[src/rtl/dmem_scheduler.sv]
// dmem_scheduler
// Arbitrates a single-port synchronous data memory between an instruction
// fetch port and a load/store port. Every access takes two cycles: a grant
// cycle (address, and the write for word stores) followed by one completion
// cycle (read data, read-modify-write for byte/half stores, or an ack).
//
// Ports
//   clk, rst                 clock, asynchronous active-high reset
//   if_req/if_addr           fetch request and byte address
//   if_gnt/if_rvalid/if_rdata   fetch grant, read valid pulse, fetched word
//   ls_req/ls_ctrl/ls_addr/ls_wdata   load/store request, op, address, data
//   ls_gnt/ls_rvalid/ls_rdata/ls_err  grant, completion pulse, load data, misaligned
//   mem_addr/mem_we/mem_wdata/mem_rdata   word-addressed RAM port (1-cycle read)
module dmem_scheduler #(
   parameter int SIZE = 12
) (
   input  logic            clk,
   input  logic            rst,
   input  logic            if_req,
   input  logic [31:0]     if_addr,
   output logic            if_gnt,
   output logic            if_rvalid,
   output logic [31:0]     if_rdata,
   input  logic            ls_req,
   input  logic [2:0]      ls_ctrl,
   input  logic [31:0]     ls_addr,
   input  logic [31:0]     ls_wdata,
   output logic            ls_gnt,
   output logic            ls_rvalid,
   output logic [31:0]     ls_rdata,
   output logic            ls_err,
   output logic [SIZE-3:0] mem_addr,
   output logic            mem_we,
   output logic [31:0]     mem_wdata,
   input  logic [31:0]     mem_rdata
);

   localparam logic [2:0] LB  = 3'b000;
   localparam logic [2:0] LH  = 3'b001;
   localparam logic [2:0] LW  = 3'b010;
   localparam logic [2:0] LBU = 3'b011;
   localparam logic [2:0] LHU = 3'b100;
   localparam logic [2:0] SB  = 3'b101;
   localparam logic [2:0] SH  = 3'b110;
   localparam logic [2:0] SW  = 3'b111;

   typedef enum logic [1:0] {IDLE, READ, RMW, ACK} state_t;

   state_t          state_reg, state_next;
   logic [1:0]      streak_reg, streak_next;
   logic            owner_reg, owner_next;      // 1 = load/store port owns the access
   logic            err_reg, err_next;
   logic [2:0]      ctrl_reg, ctrl_next;
   logic [1:0]      off_reg, off_next;
   logic [15:0]     wdata_reg, wdata_next;      // only the low half is needed for SB/SH
   logic [SIZE-3:0] waddr_reg, waddr_next;

   logic            pick_ls, pick_if, misaligned;
   logic [7:0]      byte_sel;
   logic [15:0]     half_sel;
   logic [31:0]     load_data;
   logic [31:0]     merged;
   logic [3:0]      lane_hit;
   logic            unused_addr_bits;

   // Address bits outside the memory window and the fetch byte offset are ignored.
   assign unused_addr_bits = ^{if_addr[31:SIZE], if_addr[1:0], ls_addr[31:SIZE]};

   // Fetch overrides the load/store port only after two consecutive LSU wins
   // while fetch was waiting.
   assign pick_ls = ls_req && !(streak_reg == 2'd2 && if_req);
   assign pick_if = if_req && !pick_ls;

   assign misaligned = ((ls_ctrl == LH || ls_ctrl == LHU || ls_ctrl == SH) && ls_addr[0])
                    || ((ls_ctrl == LW || ls_ctrl == SW) && (ls_addr[1:0] != 2'b00));

   // Load formatting from the registered op and byte offset.
   always_comb begin
      byte_sel = mem_rdata[7:0];
      case (off_reg)
         2'd1:    byte_sel = mem_rdata[15:8];
         2'd2:    byte_sel = mem_rdata[23:16];
         2'd3:    byte_sel = mem_rdata[31:24];
         default: byte_sel = mem_rdata[7:0];
      endcase
      half_sel = off_reg[1] ? mem_rdata[31:16] : mem_rdata[15:0];
      case (ctrl_reg)
         LB:      load_data = {{24{byte_sel[7]}}, byte_sel};
         LH:      load_data = {{16{half_sel[15]}}, half_sel};
         LBU:     load_data = {24'd0, byte_sel};
         LHU:     load_data = {16'd0, half_sel};
         default: load_data = mem_rdata;
      endcase
   end

   // Read-modify-write merge: each byte lane takes store data when targeted.
   generate
      for (genvar gi = 0; gi < 4; gi++) begin : g_lane
         assign lane_hit[gi] = (ctrl_reg == SB) ? (off_reg == 2'(gi))
                                                : (off_reg[1] == 1'(gi / 2));
         assign merged[8*gi +: 8] = !lane_hit[gi]     ? mem_rdata[8*gi +: 8] :
                                    (ctrl_reg == SB)  ? wdata_reg[7:0]       :
                                                        wdata_reg[8*(gi%2) +: 8];
      end
   endgenerate

   always_ff @(posedge clk or posedge rst) begin
      if (rst) begin
         state_reg  <= IDLE;
         streak_reg <= 2'd0;
         owner_reg  <= 1'b0;
         err_reg    <= 1'b0;
         ctrl_reg   <= 3'd0;
         off_reg    <= 2'd0;
         wdata_reg  <= 16'd0;
         waddr_reg  <= '0;
      end else begin
         state_reg  <= state_next;
         streak_reg <= streak_next;
         owner_reg  <= owner_next;
         err_reg    <= err_next;
         ctrl_reg   <= ctrl_next;
         off_reg    <= off_next;
         wdata_reg  <= wdata_next;
         waddr_reg  <= waddr_next;
      end
   end

   // Outputs are forced to zero while rst is high so reset takes effect
   // without waiting for a clock edge (this also kills an in-flight RMW write).
   always_comb begin
      state_next  = state_reg;
      streak_next = streak_reg;
      owner_next  = owner_reg;
      err_next    = err_reg;
      ctrl_next   = ctrl_reg;
      off_next    = off_reg;
      wdata_next  = wdata_reg;
      waddr_next  = waddr_reg;
      if_gnt      = 1'b0;
      if_rvalid   = 1'b0;
      if_rdata    = 32'd0;
      ls_gnt      = 1'b0;
      ls_rvalid   = 1'b0;
      ls_rdata    = 32'd0;
      ls_err      = 1'b0;
      mem_addr    = '0;
      mem_we      = 1'b0;
      mem_wdata   = 32'd0;
      if (!rst) begin
         case (state_reg)
            IDLE: begin
               if (pick_ls) begin
                  ls_gnt     = 1'b1;
                  mem_addr   = ls_addr[SIZE-1:2];
                  owner_next = 1'b1;
                  err_next   = misaligned;
                  ctrl_next  = ls_ctrl;
                  off_next   = ls_addr[1:0];
                  wdata_next = ls_wdata[15:0];
                  waddr_next = ls_addr[SIZE-1:2];
                  if (misaligned) begin
                     state_next = ACK;
                  end else if (ls_ctrl == SW) begin
                     mem_we     = 1'b1;
                     mem_wdata  = ls_wdata;
                     state_next = ACK;
                  end else if (ls_ctrl == SB || ls_ctrl == SH) begin
                     state_next = RMW;
                  end else begin
                     state_next = READ;
                  end
               end else if (pick_if) begin
                  if_gnt     = 1'b1;
                  mem_addr   = if_addr[SIZE-1:2];
                  owner_next = 1'b0;
                  state_next = READ;
               end
            end
            READ: begin
               if (owner_reg) begin
                  ls_rvalid = 1'b1;
                  ls_rdata  = load_data;
               end else begin
                  if_rvalid = 1'b1;
                  if_rdata  = mem_rdata;
               end
               state_next = IDLE;
            end
            RMW: begin
               mem_addr   = waddr_reg;
               mem_we     = 1'b1;
               mem_wdata  = merged;
               ls_rvalid  = 1'b1;
               state_next = IDLE;
            end
            ACK: begin
               ls_rvalid  = 1'b1;
               ls_err     = err_reg;
               state_next = IDLE;
            end
            default: state_next = IDLE;
         endcase
         // Count LSU wins that made a waiting fetch lose; any idle fetch cycle resets it.
         if (!if_req)
            streak_next = 2'd0;
         else if (ls_gnt)
            streak_next = (streak_reg == 2'd2) ? 2'd2 : streak_reg + 2'd1;
         else if (if_gnt)
            streak_next = 2'd0;
      end
   end

endmodule

[config.mk]
export PLATFORM = sky130hd
export DESIGN_NAME = dmem_scheduler
export DESIGN_NICKNAME = d
export VERILOG_FILES = /design/src/rtl/dmem_scheduler.sv
export SDC_FILE = /design/constraint.sdc
export NUM_CORES = 1
export LEC_CHECK = 0
export BUFFER_PORTS_ARGS = -buffer_cell sky130_fd_sc_hd__buf_2
export CORE_MARGIN = 2
export CORE_UTILIZATION = 39
export CTS_BUF_LIST = sky130_fd_sc_hd__clkbuf_16
export DETAILED_ROUTE_END_ITERATION = 7
export GPL_TIMING_DRIVEN = 0
export HOLD_SLACK_MARGIN = 0.06
export PLACE_DENSITY_LB_ADDON = 0.1
export RECOVER_POWER = 100
export SLEW_MARGIN = 10
export SYNTH_ARGS = -nofsm -noshare
export SYNTH_HDL_FRONTEND = slang
export SYNTH_SLANG_ARGS = --single-unit
[constraint.sdc]
create_clock -name clk -period 2 [get_ports clk]
set_input_delay 0.1 -clock clk [delete_from_list [all_inputs] [get_ports clk]]
set_output_delay 0.1 -clock clk [all_outputs]
set_load 0.1 [all_outputs]
==> metrics.md, run 1 <==
| Metric | Value |
|---|---|
| Post-synthesis sequential area ratio | 0.258 |
| Cell Area, Synth | around 3600 um2 |
| GPL Wtd Cong | 0.952 |
| Worst EP Category | top-level output |
| Async S/R FF share, synth | 1.00 |
| Deepest clock path buffer count | 2 |
| GR Overflow Total | between 100 and 150 |
| Exit stage | global routing |
| # clock sinks | 37 |
| Starting Density | 0.396 |
| Status | did not finish |
| Yosys reg bits | 37 |
| Error | [ERROR GRT-0232] Routing congestion too high. Check the congestion heatmap in the GUI. |
| Tot GR Track Use | 0.784 |
| CTS buffer count | 5 |
| Initial antenna violation count | 2 |
| Dpl hpwl | between 10 and 15 mm |
| Netlist cell types | 55 |
| Chip width | approximately 100 um |
| Buffers on Ports | just over 200 |
| Cell count after synthesis | 407 |
| Maximum number of pins on one net before global-route repair | 28 |
| GRT worst endpoint | mem_wdata[19] |
| Row count | 35 |
| Number of H-tree levels | 2 |
| Mapped Nets | about 540 |
| Die H | roughly 100 um |
| Number of flops mapped to enable cells by yosys | 0 |
| Mean post-synth cell area | ~8.8 um2 |
| Yosys warning total | 0 |
| Main synth FF type | dfrtp_1 |
| Top Ports | 247 |
| Root Buffer | clkbuf_16 |
==> cell families after synthesis <==
logic type,after synthesis,synth area share
adders and majority gates,2,0.00697
buffers and inverters,67,0.0830
xor gates and xnor gates,2,0.00488
DFF,37,0.258
AOI/OAI and AO/OA,135,0.298
muxes,62,0.184
and+or+nand+nor,102,0.166
==> repair_timing <==
action,in CTS
hold buffers,3
resized for setup,508
pin swaps,20
hold endpoints to repair,12
setup endpoints to repair,121
gates cloned,4
setup buffers,43
==> Yosys cell counts, drive strengths merged, types with 6 or more instances <==
master	count	share of area
a21o	8	0.019
a21oi	6	0.0094
a221oi	16	0.039
a222oi	9	0.025
and2	34	0.060
buf	17	0.031
clkbuf	16	0.017
dfrtp	37	0.26
inv	34	0.036
mux2	31	0.097
mux2i	31	0.086
nand2	12	0.013
nand2b	8	0.014
nor2	17	0.018
nor2b	13	0.023
o211ai	8	0.017
o21a	17	0.036
o21ai	24	0.033
o221a	8	0.025
o2bb2ai	24	0.059
==> layer usage <==
layer / track usage / overflow
met5: 0.0769 / 0
met4: 0.900 / 42
met3: 0.562 / 3
met2: 0.983 / 66
met1: 0.768 / 0
==> per-stage QoR <==
stage / setup WS [ns] / utilization / area (um2) / hold slack (ns) / std cells
floorplan: -0.342 / - / 4290 / 0.217 / 407
global placement: -0.736 / 0.601 / 5450 / 0.347 / 721
detailed placement: -0.764 / 0.603 / 5470 / 0.152 / 722
CTS: -0.584 / 0.894 / 8100 / 0.0653 / 778
==> run 2: changes to the inputs <==
- CORE_UTILIZATION: 39 -> 40
- CTS_BUF_LIST: sky130_fd_sc_hd__clkbuf_16 -> default
- HOLD_SLACK_MARGIN: 0.06 -> default
- PLACE_DENSITY_LB_ADDON: 0.1 -> 0.15
- clock period: 2 -> 2.6 ns (I/O delays scaled with it)
==> run 2 against run 1 <==
The flow now finishes without violations. Synthesized area stayed put. Synthesized cell count unchanged.
==> metrics.md, run 2 <==
| Metric | Value |
|---|---|
| Via Count | 4,111 |
| Critical path's slowest cell | dfrtp_1 |
| Minimum clock period | about 2.5 ns |
| Starting Density | 0.412 (+0.0156) |
| Status | complete, no violations |
| CP Launch Type | register |
| Yosys reg bits | 37 (unchanged) |
| Deepest clock path buffer count | 2 (unchanged) |
| Via/cell ratio | around 5.6 |
| Reg2Reg Depth | 7 |
| Maximum number of pins on one net before global-route repair | 39 |
| Main synth FF type | dfrtp_1 |
| Worst hold path type | input port to register |
| Cell Area, Synth | 3590 um2 (unchanged) |
| Worst hold slack | 0.0763 ns |
| FMAX | between 0.3 and 0.4 GHz |
| Tot GR Track Use | 0.273 |
| R2R Path Start | streak_reg[0] |
| Endpoint of the worst setup timing path | mem_wdata[12] |
| Met2 Use GR | 0.481 |
| Initial antenna violation count | 0 |
| CP startpoint | streak_reg[0] |
| Biggest area consumer among synthesized cells | dfrtp_1 |
| Crit path depth | 9 |
| Netlist cell types | 55 (unchanged) |
| Async S/R FF share, synth | 1.00 (unchanged) |
| Cell count after synthesis | 407 (unchanged) |
| Sw Ratio | 0.579 |
| CP max stage delay | approximately 0.35 ns |
| Multi-input combinational cell area | 2690 um2 |
| Area delta synth->final | 56.0% |
| Top-count cell post-synth | dfrtp_1 |
| Die area | around 9700 um2 |
| Leading cell type in the layout, fill and taps excluded | buf_2 |
| Slew headroom | 0.0436 |
| Worst reg-to-reg setup slack | ~0.57 ns |
| Max-cap violations | 0 |
| GR Overflow Total | 0 |
| Clock group share of total power | 0.093 |
| Root Buffer | clkbuf_8 |
| Leak pwr | approximately 2.8 nW |
| Drt wl/cell | approximately 19 um |
| NumNets Final | ~760 |
| CP required | 2.47 ns |
| Logic pwr share | 0.704 |
| Vias in the first global route | between 4,000 and 5,000 |
| Clock skew | around 0.0063 ns |
| Fillers | roughly 740 |
| Met1 Use GR | 0.337 |
| Core area | approximately 8700 um2 |
| Mapped Nets | 544 (unchanged) |
| Initial drt markers | 200 |
| Sequential Power Share | 0.203 |
| Yosys warning total | 0 (unchanged) |
| Worst-path fanout max | 6 |
| Diodes inserted | 0 |
| Die H | 98.7 um (-1.2%) |
| Row count | 34 (-2.9%) |
| Buffers on Ports | 203 (unchanged) |
| Final ANT Viol Nets | 0 |
| CTS buffer count | 5 (unchanged) |
| Power Density | between 700 and 800 nW/um2 |
| Final setup viols | 0 |
| Final period util | 0.981 |
| Seq. cell area | 926 um2 |
| Total power | about 4.4 mW |
| Most frequent cells in the layout | 141 x buf_2, 43 x buf_4, 37 x dfrtp_1, 34 x inv_1, 33 x and2_1 |
| Reg2reg end | wdata_reg[4] |
| CP Class | register to output pin |
| Clock-pin slew of the registers on the worst-case setup and hold paths | about 0.080 ns |
| Chip width | 98.7 um (-1.2%) |
| Placed cell area | 4970 um2 (-9.1%) |
| CTS tree | built |
| Crit-path cells | inv_1 -> ha_2 -> a21bo_2 -> or3_4 -> nor4_4 -> buf_6 -> clkbuf_16 -> o2bb2ai_2 -> buf_4 |
| Arr. time, crit path | around 2.4 ns |
| RSZ-0062 raised after global routing | true |
| Number of flops mapped to enable cells by yosys | 0 (unchanged) |
| Number of H-tree levels | 2 (unchanged) |
| Top Family by Delay on Critical Path | buffers and inverters |
| Layout cells sized above 1 | 0.538 |
| Yosys top cell area share | 0.258 (unchanged) |
| Top cells by area, synth | dfrtp_1 26%, mux2_2 9.7%, mux2i_1 8.6% |
| Post-synthesis sequential area ratio | 0.258 (unchanged) |
| First-pass GRT wire length | ~21 mm |
| GR peak layer | met2 |
| Worst vdd ir | roughly 0.50 mV |
| Top Ports | 247 (unchanged) |
| M3 GR Usage | 0.0631 |
| Final Cell Area | 5600 um2 |
| Worst Max-Slew Pin Slew | between 1 and 1.5 ns |
| NetSw | ~2.6 mW |
| Worst-Skew Late Latency | around 0.30 ns |
| Dpl hpwl | 11.0 mm (-6.3%) |
| Final Max Slew Viols | 0 |
| DRT Wirelength | 14.0 mm |
| Power Internal | ~1.9 mW |
| Final Hold Vio Count | 0 |
| DRC viols | 0 |
| Worst path bufs/invs | 4 |
| Mean post-synth cell area | 8.82 um2 (unchanged) |
| Max FFs per register | 16 |
| # clock sinks | 37 (unchanged) |
| Pre-antenna DRT Iters | 5 |
| GPL Wtd Cong | 0.911 (-4.3%) |
| Most frequent cells after synthesis | 37 x dfrtp_1, 34 x inv_1, 33 x and2_1 |
| Critical Path Sink Type | output pin |
run 2: area by class of cell:
cell class                      count  share of cell area
Buffer                             32              0.0351
Clock inverter                      3             0.00402
Tap cell                          108              0.0241
Clock buffer                        5              0.0123
Multi-Input combinational cell    303               0.481
Inverter                           34              0.0228
Timing Repair Buffer              209               0.256
Sequential cell                    37               0.165
run 2: cells by family after synthesis:
family	after synthesis	share of synthesized area
adders and majority gates	2	0.00697
muxes	62	0.184
buffers and inverters	67	0.0830
and+or+nand+nor	102	0.166
xor gates and xnor gates	2	0.00488
AOI/OAI and AO/OA	135	0.298
DFF	37	0.258
run 2: worst min-delay path by stage:
stage / startpoint / endpoint / slack [ns] / cells past startpoint
floorplan: ls_ctrl[0] / ctrl_reg[0] / 0.25 / 2
global placement: ls_addr[7] / waddr_reg[5] / 0.38 / 2
detailed placement: ls_addr[10] / waddr_reg[8] / 0.38 / 2
CTS: ls_addr[10] / waddr_reg[8] / 0.07 / 2
global route: ls_addr[10] / waddr_reg[8] / 0.07 / 2
finish: ls_addr[6] / waddr_reg[4] / 0.08 / 2
run 2: timing repair:
item | 4_1_cts | 5_1_grt
endpoints found under the setup margin | 107 | 95
hold buffers | 0 | 0
cloned | 0 | 1
buffers inserted | 2 | 3
resized for setup | 82 | 72
pin swaps | 1 | 1
run 2: per-layer routing:
metal / vias to the layer above / part of all wire
met5: - / 0
met4: 0 / 0.016
met3: 20 / 0.072
met2: 180 / 0.51
met1: 1969 / 0.40
li1: 1942 / -
run 2: power groups by stage:
stage / logic [mW] / registers [mW] / clock network, mW
after global placement: 2.85 / 0.898 / 0
after detailed placement: 2.90 / 0.904 / 0
final: 3.13 / 0.900 / 0.415
after CTS: 2.99 / 0.898 / 0.423
after floorplan: 2.37 / 0.860 / 0
after global routing: 3.29 / 0.928 / 0.454
run 2: metrics by stage:
step | utilization | setup TNS, ns | worst slack, ns | instances
6_report | 0.642 | 0 | 0.0507 | 731
3_3_place_gp | 0.569 | -4.87 | -0.268 | 718
2_1_floorplan | - | -2.77 | -0.281 | 407
4_1_cts | 0.608 | 0 | 0.0161 | 728
5_1_grt | 0.642 | -0.0165 | -0.00570 | 731
3_5_place_dp | 0.570 | -5.49 | -0.333 | 718
Power figures use the tool's default switching activity.
==> run 3: changes to the inputs <==
- CORE_UTILIZATION: 40 -> 43
==> run 3 against run 2 <==
The run now ends with max-capacitance violations left. Flip-flop and latch count is the same. First-iteration DRC count up 47%. Count of clock-buffer cells in the layout increased by 1. Clock skew grew 0.0018 ns. Design area increased by 1.1%. Sequential power rose by 0.8%. Non-clock buffer count increased by 2. Fmax shrank 0.57%. Worst hold slack gained 0.0062 ns. Sequential share of layout area is 0.18 points lower. Global-route usage is 1.8 points higher. Critical path type unchanged. Largest cell class unchanged.
==> metrics.md, run 3 (same netlist as run 2, synthesis figures left out) <==
| Metric | Value |
|---|---|
| Status | complete, but fails checks |
| Failing checks | max-capacitance violations |
| Final Max Slew Viols | 0 (unchanged) |
| Leading cell type in the layout, fill and taps excluded | buf_2 |
| Buffers on Ports | 203 (unchanged) |
| Drt wl/cell | 19.5 um (+2.0%) |
| RSZ-0062 raised after global routing | true |
| Root Buffer | clkbuf_8 |
| Clock-pin slew of the registers on the worst-case setup and hold paths | 0.08 ns (about the same) |
| CTS tree | built |
| Final setup viols | 0 (unchanged) |
| Die H | 95.4 um (-3.4%) |
| Diodes inserted | 0 (unchanged) |
| Chip width | 95.4 um (-3.4%) |
| DRC viols | 0 (unchanged) |
| CP startpoint | streak_reg[0] |
| Row count | 33 (-2.9%) |
| Clock skew | 0.00811 ns (+0.00178 ns) |
| Placed cell area | 4960 um2 (about the same) |
| Deepest clock path buffer count | 2 (unchanged) |
| Hold Crit Start | ls_wdata[6] |
| DRT Wirelength | 14.2 mm (+1.9%) |
| Initial antenna violation count | 0 (unchanged) |
| GPL Wtd Cong | 0.920 (+1.0%) |
| Number of H-tree levels | 2 (unchanged) |
| First-pass GRT wire length | 20.2 mm (-4.3%) |
| Minimum clock period | 2.56 ns (+0.0147 ns) |
| Via/cell ratio | 5.75 (+2.2%) |
| Final period util | 0.986 (+0.00564) |
| Initial drt markers | 294 (+47%) |
| CP required | 2.47 ns (about the same) |
| Vias in the first global route | 3,919 (-2.3%) |
| NumNets Final | 761 (+0.26%) |
| Final Cell Area | 5660 um2 (+1.1%) |
| Critical Path Sink Type | output pin |
| CTS buffer count | 5 (unchanged) |
| R2R Path Start | streak_reg[0] |
| Tot GR Track Use | 0.291 (+0.0178) |
| Worst vdd ir | 0.465 mV (-6.3%) |
| Core area | 8130 um2 (-6.7%) |
| Seq. cell area | 926 um2 (unchanged) |
| Maximum number of pins on one net before global-route repair | 39 (unchanged) |
| Worst-path fanout max | 10 (+4) |
| Worst-Skew Late Latency | 0.29 ns (about the same) |
| Arr. time, crit path | 2.43 ns (about the same) |
| Final ANT Viol Nets | 0 (unchanged) |
| Worst hold path type | input port to register |
| Total power | 4.57 mW (+2.9%) |
| # clock sinks | 37 (unchanged) |
| Max FFs per register | 16 (unchanged) |
| Leak pwr | 2.79 nW (+0.61%) |
| Power Density | 807 nW/um2 (+1.8%) |
| Worst Max-Slew Pin Slew | 1.48 ns (+0.0469 ns) |
| Slew headroom | 0.0123 (-0.0313) |
| Final Hold Vio Count | 0 (unchanged) |
| Die area | 9100 um2 (-6.7%) |
| Layout cells sized above 1 | 0.534 (-0.00332) |
| CP Class | register to output pin |
| FMAX | 0.390 GHz (-0.57%) |
| Via Count | 4,194 (+2.0%) |
| Top Ports | 247 (unchanged) |
| Area delta synth->final | 57.8% |
| Pre-antenna DRT Iters | 5 (unchanged) |
| Multi-input combinational cell area | 2670 um2 (-0.74%) |
| CP Launch Type | register |
| Max-cap violations | 1 (+1) |
| Most frequent cells in the layout | 127 x buf_2, 37 x dfrtp_1, 36 x buf_4, 34 x inv_1, 33 x and2_1 |
| Fillers | 664 (-11%) |
| GR Overflow Total | 0 (unchanged) |
| Dpl hpwl | 10.9 mm (-0.91%) |
| Starting Density | 0.441 (+0.0297) |
## run 3: per-layer routing
layer  up-vias  GRT usage  part of all wire
li1       1953          -                 -
met2       200      0.530              0.52
met4         0     0.0786             0.018
met5         -          0                 0
met1      2020      0.358              0.39
met3        21     0.0403             0.076
## run 3: path summary, 6_finish.rpt
| kind | end | slack, ns | cells after the start |
|---|---|---|---|
| min in group asynchronous | wdata_reg[13] | 0.39 | 2 |
| min reg2reg | streak_reg[0] | 0.50 | 1 |
| max reg2reg | wdata_reg[11] | 0.43 | 8 |
| min | wdata_reg[6] | 0.08 | 2 |
| max | mem_wdata[3] | 0.04 | 9 |
| max in group asynchronous | waddr_reg[6] | 1.34 | 2 |
## run 3: area by class of cell
class,count,area share
plain buffers,33,0.0367
clock buffers,6,0.0146
clock inverters,2,0.00663
inverters,34,0.0225
multi-input cells,303,0.472
flip-flops and latches,37,0.163
well taps,105,0.0232
repair buffers,210,0.261
## run 3: where the power goes
group	total (mW)	internal [mW]	switching, mW
Clock	0.527	0.312	0.215
Sequential	0.907	0.767	0.140
Combinational	3.14	0.927	2.21
Total	4.57	2.01	2.56
## run 3: worst max-delay path, stage by stage (launching register included)
cell       delay [ns]
dfrtp_1          0.34
inv_1            0.06
ha_1             0.20
a21bo_2          0.22
or3_4            0.34
nor4_4           0.17
buf_4            0.21
buf_8            0.15
o2bb2ai_1        0.17
buf_6            0.27
## run 3: metrics by stage
step	instances	setup slack [ns]	setup TNS, ns	util	hold slack, ns
after floorplan	407	-0.281	-2.77	-	0.247
after global placement	715	-0.251	-3.39	0.609	0.377
after detailed placement	715	-0.311	-3.88	0.610	0.381
after CTS	725	0.000371	0	0.653	0.0815
after global routing	730	-0.0446	-0.227	0.696	0.0839
final	730	0.0360	0	0.696	0.0825
## run 3: what timing repair did
| item | 4_1_cts | 5_1_grt |
|---|---|---|
| hold buffers | 0 | 0 |
| pin swaps | 1 | 1 |
| hold endpoints to repair | 0 | 0 |
| buffers inserted | 2 | 5 |
| gates resized for setup | 79 | 91 |
| endpoints found under the setup margin | 106 | 102 |
==> run 4: changes to the inputs <==
- ABC_AREA: default -> 1
- CORE_UTILIZATION: 43 -> 44
==> run 4 against run 3 <==
Critical path depth down 1. Core utilization shrank 4.5 points. Combinational power is 14% higher. Critical path type unchanged. Power grew 8.3%. Synthesized area is 9.8% higher. Clock power decreased by 3%. The run now ends clean. Fmax grew 1.8%. Highest routed layer unchanged.
==> metrics.md, run 4 <==
| Metric | Value |
|---|---|
| Status | complete, no violations |
| DRC viols | 0 (unchanged) |
| Mapped Nets | 792 (+46%) |
| Row count | 34 (+3.0%) |
| Starting Density | 0.452 (+0.0108) |
| Slew headroom | 0.228 (+0.215) |
| CTS tree | built |
| Cell count after synthesis | 655 (+61%) |
| Final ANT Viol Nets | 0 (unchanged) |
| Biggest area consumer among synthesized cells | dfrtp_1 |
| Layout cells sized above 1 | 0.388 (-0.147) |
| Power Internal | 1.84 mW (-8.1%) |
| Placed cell area | 5520 um2 (+11%) |
| Die H | 98.7 um (+3.4%) |
| Post-synthesis sequential area ratio | 0.235 (-0.0231) |
| Most frequent cells in the layout | 159 x nand2_1, 129 x buf_2, 73 x inv_1, 65 x clkbuf_2, 63 x nand3_1 |
| Initial drt markers | 294 (unchanged) |
| RSZ-0062 raised after global routing | false |
| Max-cap violations | 0 (-1) |
| First-pass GRT wire length | 26.1 mm (+29%) |
| Worst Max-Slew Pin Slew | 1.16 ns (-0.316 ns) |
| Drt wl/cell | 17.0 um (-13%) |
| Worst-path fanout max | 10 (unchanged) |
| Yosys reg bits | 37 (unchanged) |
| Worst hold path type | input port to register |
| Netlist cell types | 36 (-35%) |
| Sw Ratio | 0.628 (+0.0667) |
| Die area | 9730 um2 (+7.0%) |
| Worst-Skew Late Latency | 0.30 ns (about the same) |
| Dpl hpwl | 13.6 mm (+24%) |
| Logic pwr share | 0.723 (+0.037) |
| Vias in the first global route | 5,124 (+31%) |
| Arr. time, crit path | 2.39 ns (-0.04 ns) |
| Maximum number of pins on one net before global-route repair | 21 (-46%) |
| Final Max Slew Viols | 0 (unchanged) |
| Core area | 8720 um2 (+7.2%) |
| Chip width | 98.7 um (+3.4%) |
| Worst hold slack | 0.0573 ns (-0.0252 ns) |
| Max FFs per register | 16 (unchanged) |
| # clock sinks | 37 (unchanged) |
| CP Class | register to output pin |
| Minimum clock period | 2.52 ns (-0.0451 ns) |
| Deepest clock path buffer count | 2 (unchanged) |
| CP required | 2.47 ns (about the same) |
| Pre-antenna DRT Iters | 5 (unchanged) |
| Worst vdd ir | 0.542 mV (+17%) |
| Non-Filler Instances | 977 (+34%) |
| Via Count | 5,469 (+30%) |
| Total power | 4.95 mW (+8.3%) |
| FMAX | 0.397 GHz (+1.8%) |
| Yosys warning total | 0 (unchanged) |
| Sequential Power Share | 0.174 (-0.024) |
| Clock group share of total power | 0.103 (-0.012) |
| Final Core Density | 0.651 (-0.0454) |
| Top Ports | 247 (unchanged) |
| Number of flops mapped to enable cells by yosys | 0 (unchanged) |
| Main synth FF type | dfrtp_1 |
| Top-count cell post-synth | nand2_1 |
| Clock-pin slew of the registers on the worst-case setup and hold paths | 0.08 ns (about the same) |
| Buffers on Ports | 203 (unchanged) |
| Leading cell type in the layout, fill and taps excluded | nand2_1 |
| Number of H-tree levels | 2 (unchanged) |
| Leak pwr | 2.82 nW (+1.1%) |
| Clock skew | 0.00957 ns (+0.00147 ns) |
| Critical Path Sink Type | output pin |
| GR Overflow Total | 0 (unchanged) |
| CP Launch Type | register |
| Placed Cells incl. Taps | 966 (+35%) |
| Area delta synth->final | 44.0% |
| Initial antenna violation count | 0 (unchanged) |
| Most frequent cells after synthesis | 159 x nand2_1, 75 x inv_1, 71 x nor2_1 |
| Final setup viols | 0 (unchanged) |
| Final Cell Area | 5680 um2 (+0.22%) |
| Root Buffer | clkbuf_8 |
| Final period util | 0.969 (-0.0173) |
| Fillers | 853 (+28%) |
| Final Hold Vio Count | 0 (unchanged) |
| CTS buffer count | 5 (unchanged) |
| Diodes inserted | 0 (unchanged) |
| Async S/R FF share, synth | 1.00 (unchanged) |
| NetSw | 3.11 mW (+21%) |
| Top cells by area, synth | dfrtp_1 23%, nand2_1 15%, nand3_1 8.0% |
| Mean post-synth cell area | 6.02 um2 (-32%) |
| Cell Area, Synth | 3940 um2 (+9.8%) |
| Tot GR Track Use | 0.333 (+0.0419) |
| NumNets Final | 1,005 (+32%) |
| DRT Wirelength | 16.6 mm (+17%) |
| GPL Wtd Cong | 0.994 (+8.0%) |
| Power Density | 872 nW/um2 (+8.1%) |
| Yosys top cell area share | 0.235 (-0.0231) |
| Via/cell ratio | 5.60 (-2.6%) |
[run 4: worst max-delay path, stage by stage (launching register included)]
cell and delay, ns:
dfrtp_1 0.44, buf_6 0.16, inv_1 0.12, buf_2 0.26, nand2_1 0.21, nand2_1 0.16
nand3_1 0.11, a21oi_2 0.17, buf_2 0.45
[run 4: timing repair]
item	4_1_cts	5_1_grt
gates resized for setup	2	33
hold endpoints to repair	17	0
cloned	1	0
pin swaps	0	1
setup buffers	0	1
hold buffers	1	0
setup endpoints to repair	8	45
[run 4: through the flow]
step / setup WS (ns) / TNS, ns
finish: 0.0811 / 0
floorplan: -0.282 / -0.282
CTS: 0.0198 / 0
detailed placement: -0.0442 / -0.231
global placement: -0.0212 / -0.0913
global route: 0.00191 / 0
[run 4: logic make-up after synthesis]
kind of cell             share of synthesized area
AND/OR/NAND/NOR                              0.444
flip-flops                                   0.235
buffers and inverters                        0.135
adder cells (fa/ha/maj)                    0.00635
AO/OA/AOI/OAI                                0.180
[run 4: area by class of cell]
cell class | instances | area, um2 | share of cell area
Multi-Input combinational cell | 496 | 2850 | 0.503
Timing Repair Buffer | 205 | 1110 | 0.195
Sequential cell | 37 | 926 | 0.163
Inverter | 82 | 317 | 0.0558
Buffer | 40 | 223 | 0.0392
Tap cell | 108 | 135 | 0.0238
Clock buffer | 6 | 72.6 | 0.0128
Clock inverter | 2 | 38.8 | 0.00683
Timing Repair inverter | 1 | 5.00 | 0.000882
[run 4: final timing paths]
kind,to,cells after the start,start,slack [ns]
max in group asynchronous,wdata_reg[6],3,rst,1.20
max reg2reg,wdata_reg[11],9,streak_reg[0],0.56
min reg2reg,waddr_reg[9],2,waddr_reg[9],0.50
min in group asynchronous,err_reg,2,rst,0.18
max,mem_wdata[2],8,off_reg[1],0.08
min,waddr_reg[1],3,ls_addr[3],0.06
[run 4: power by group through the flow]
stage	sequential, mW	clock [mW]	combinational, mW
3_3_place_gp	0.864	0	3.48
3_5_place_dp	0.871	0	3.52
4_1_cts	0.860	0.509	3.53
6_report	0.862	0.510	3.58
2_1_floorplan	0.853	0	2.81
5_1_grt	0.879	0.535	3.83
[run 4: metal layers]
metal	GRT usage	vias to the layer above	routed length, um
li1	-	2589	-
met1	0.435	2500	6710
met2	0.572	337	7900
met3	0.0291	43	1370
met4	0.125	0	635
met5	0	-	0
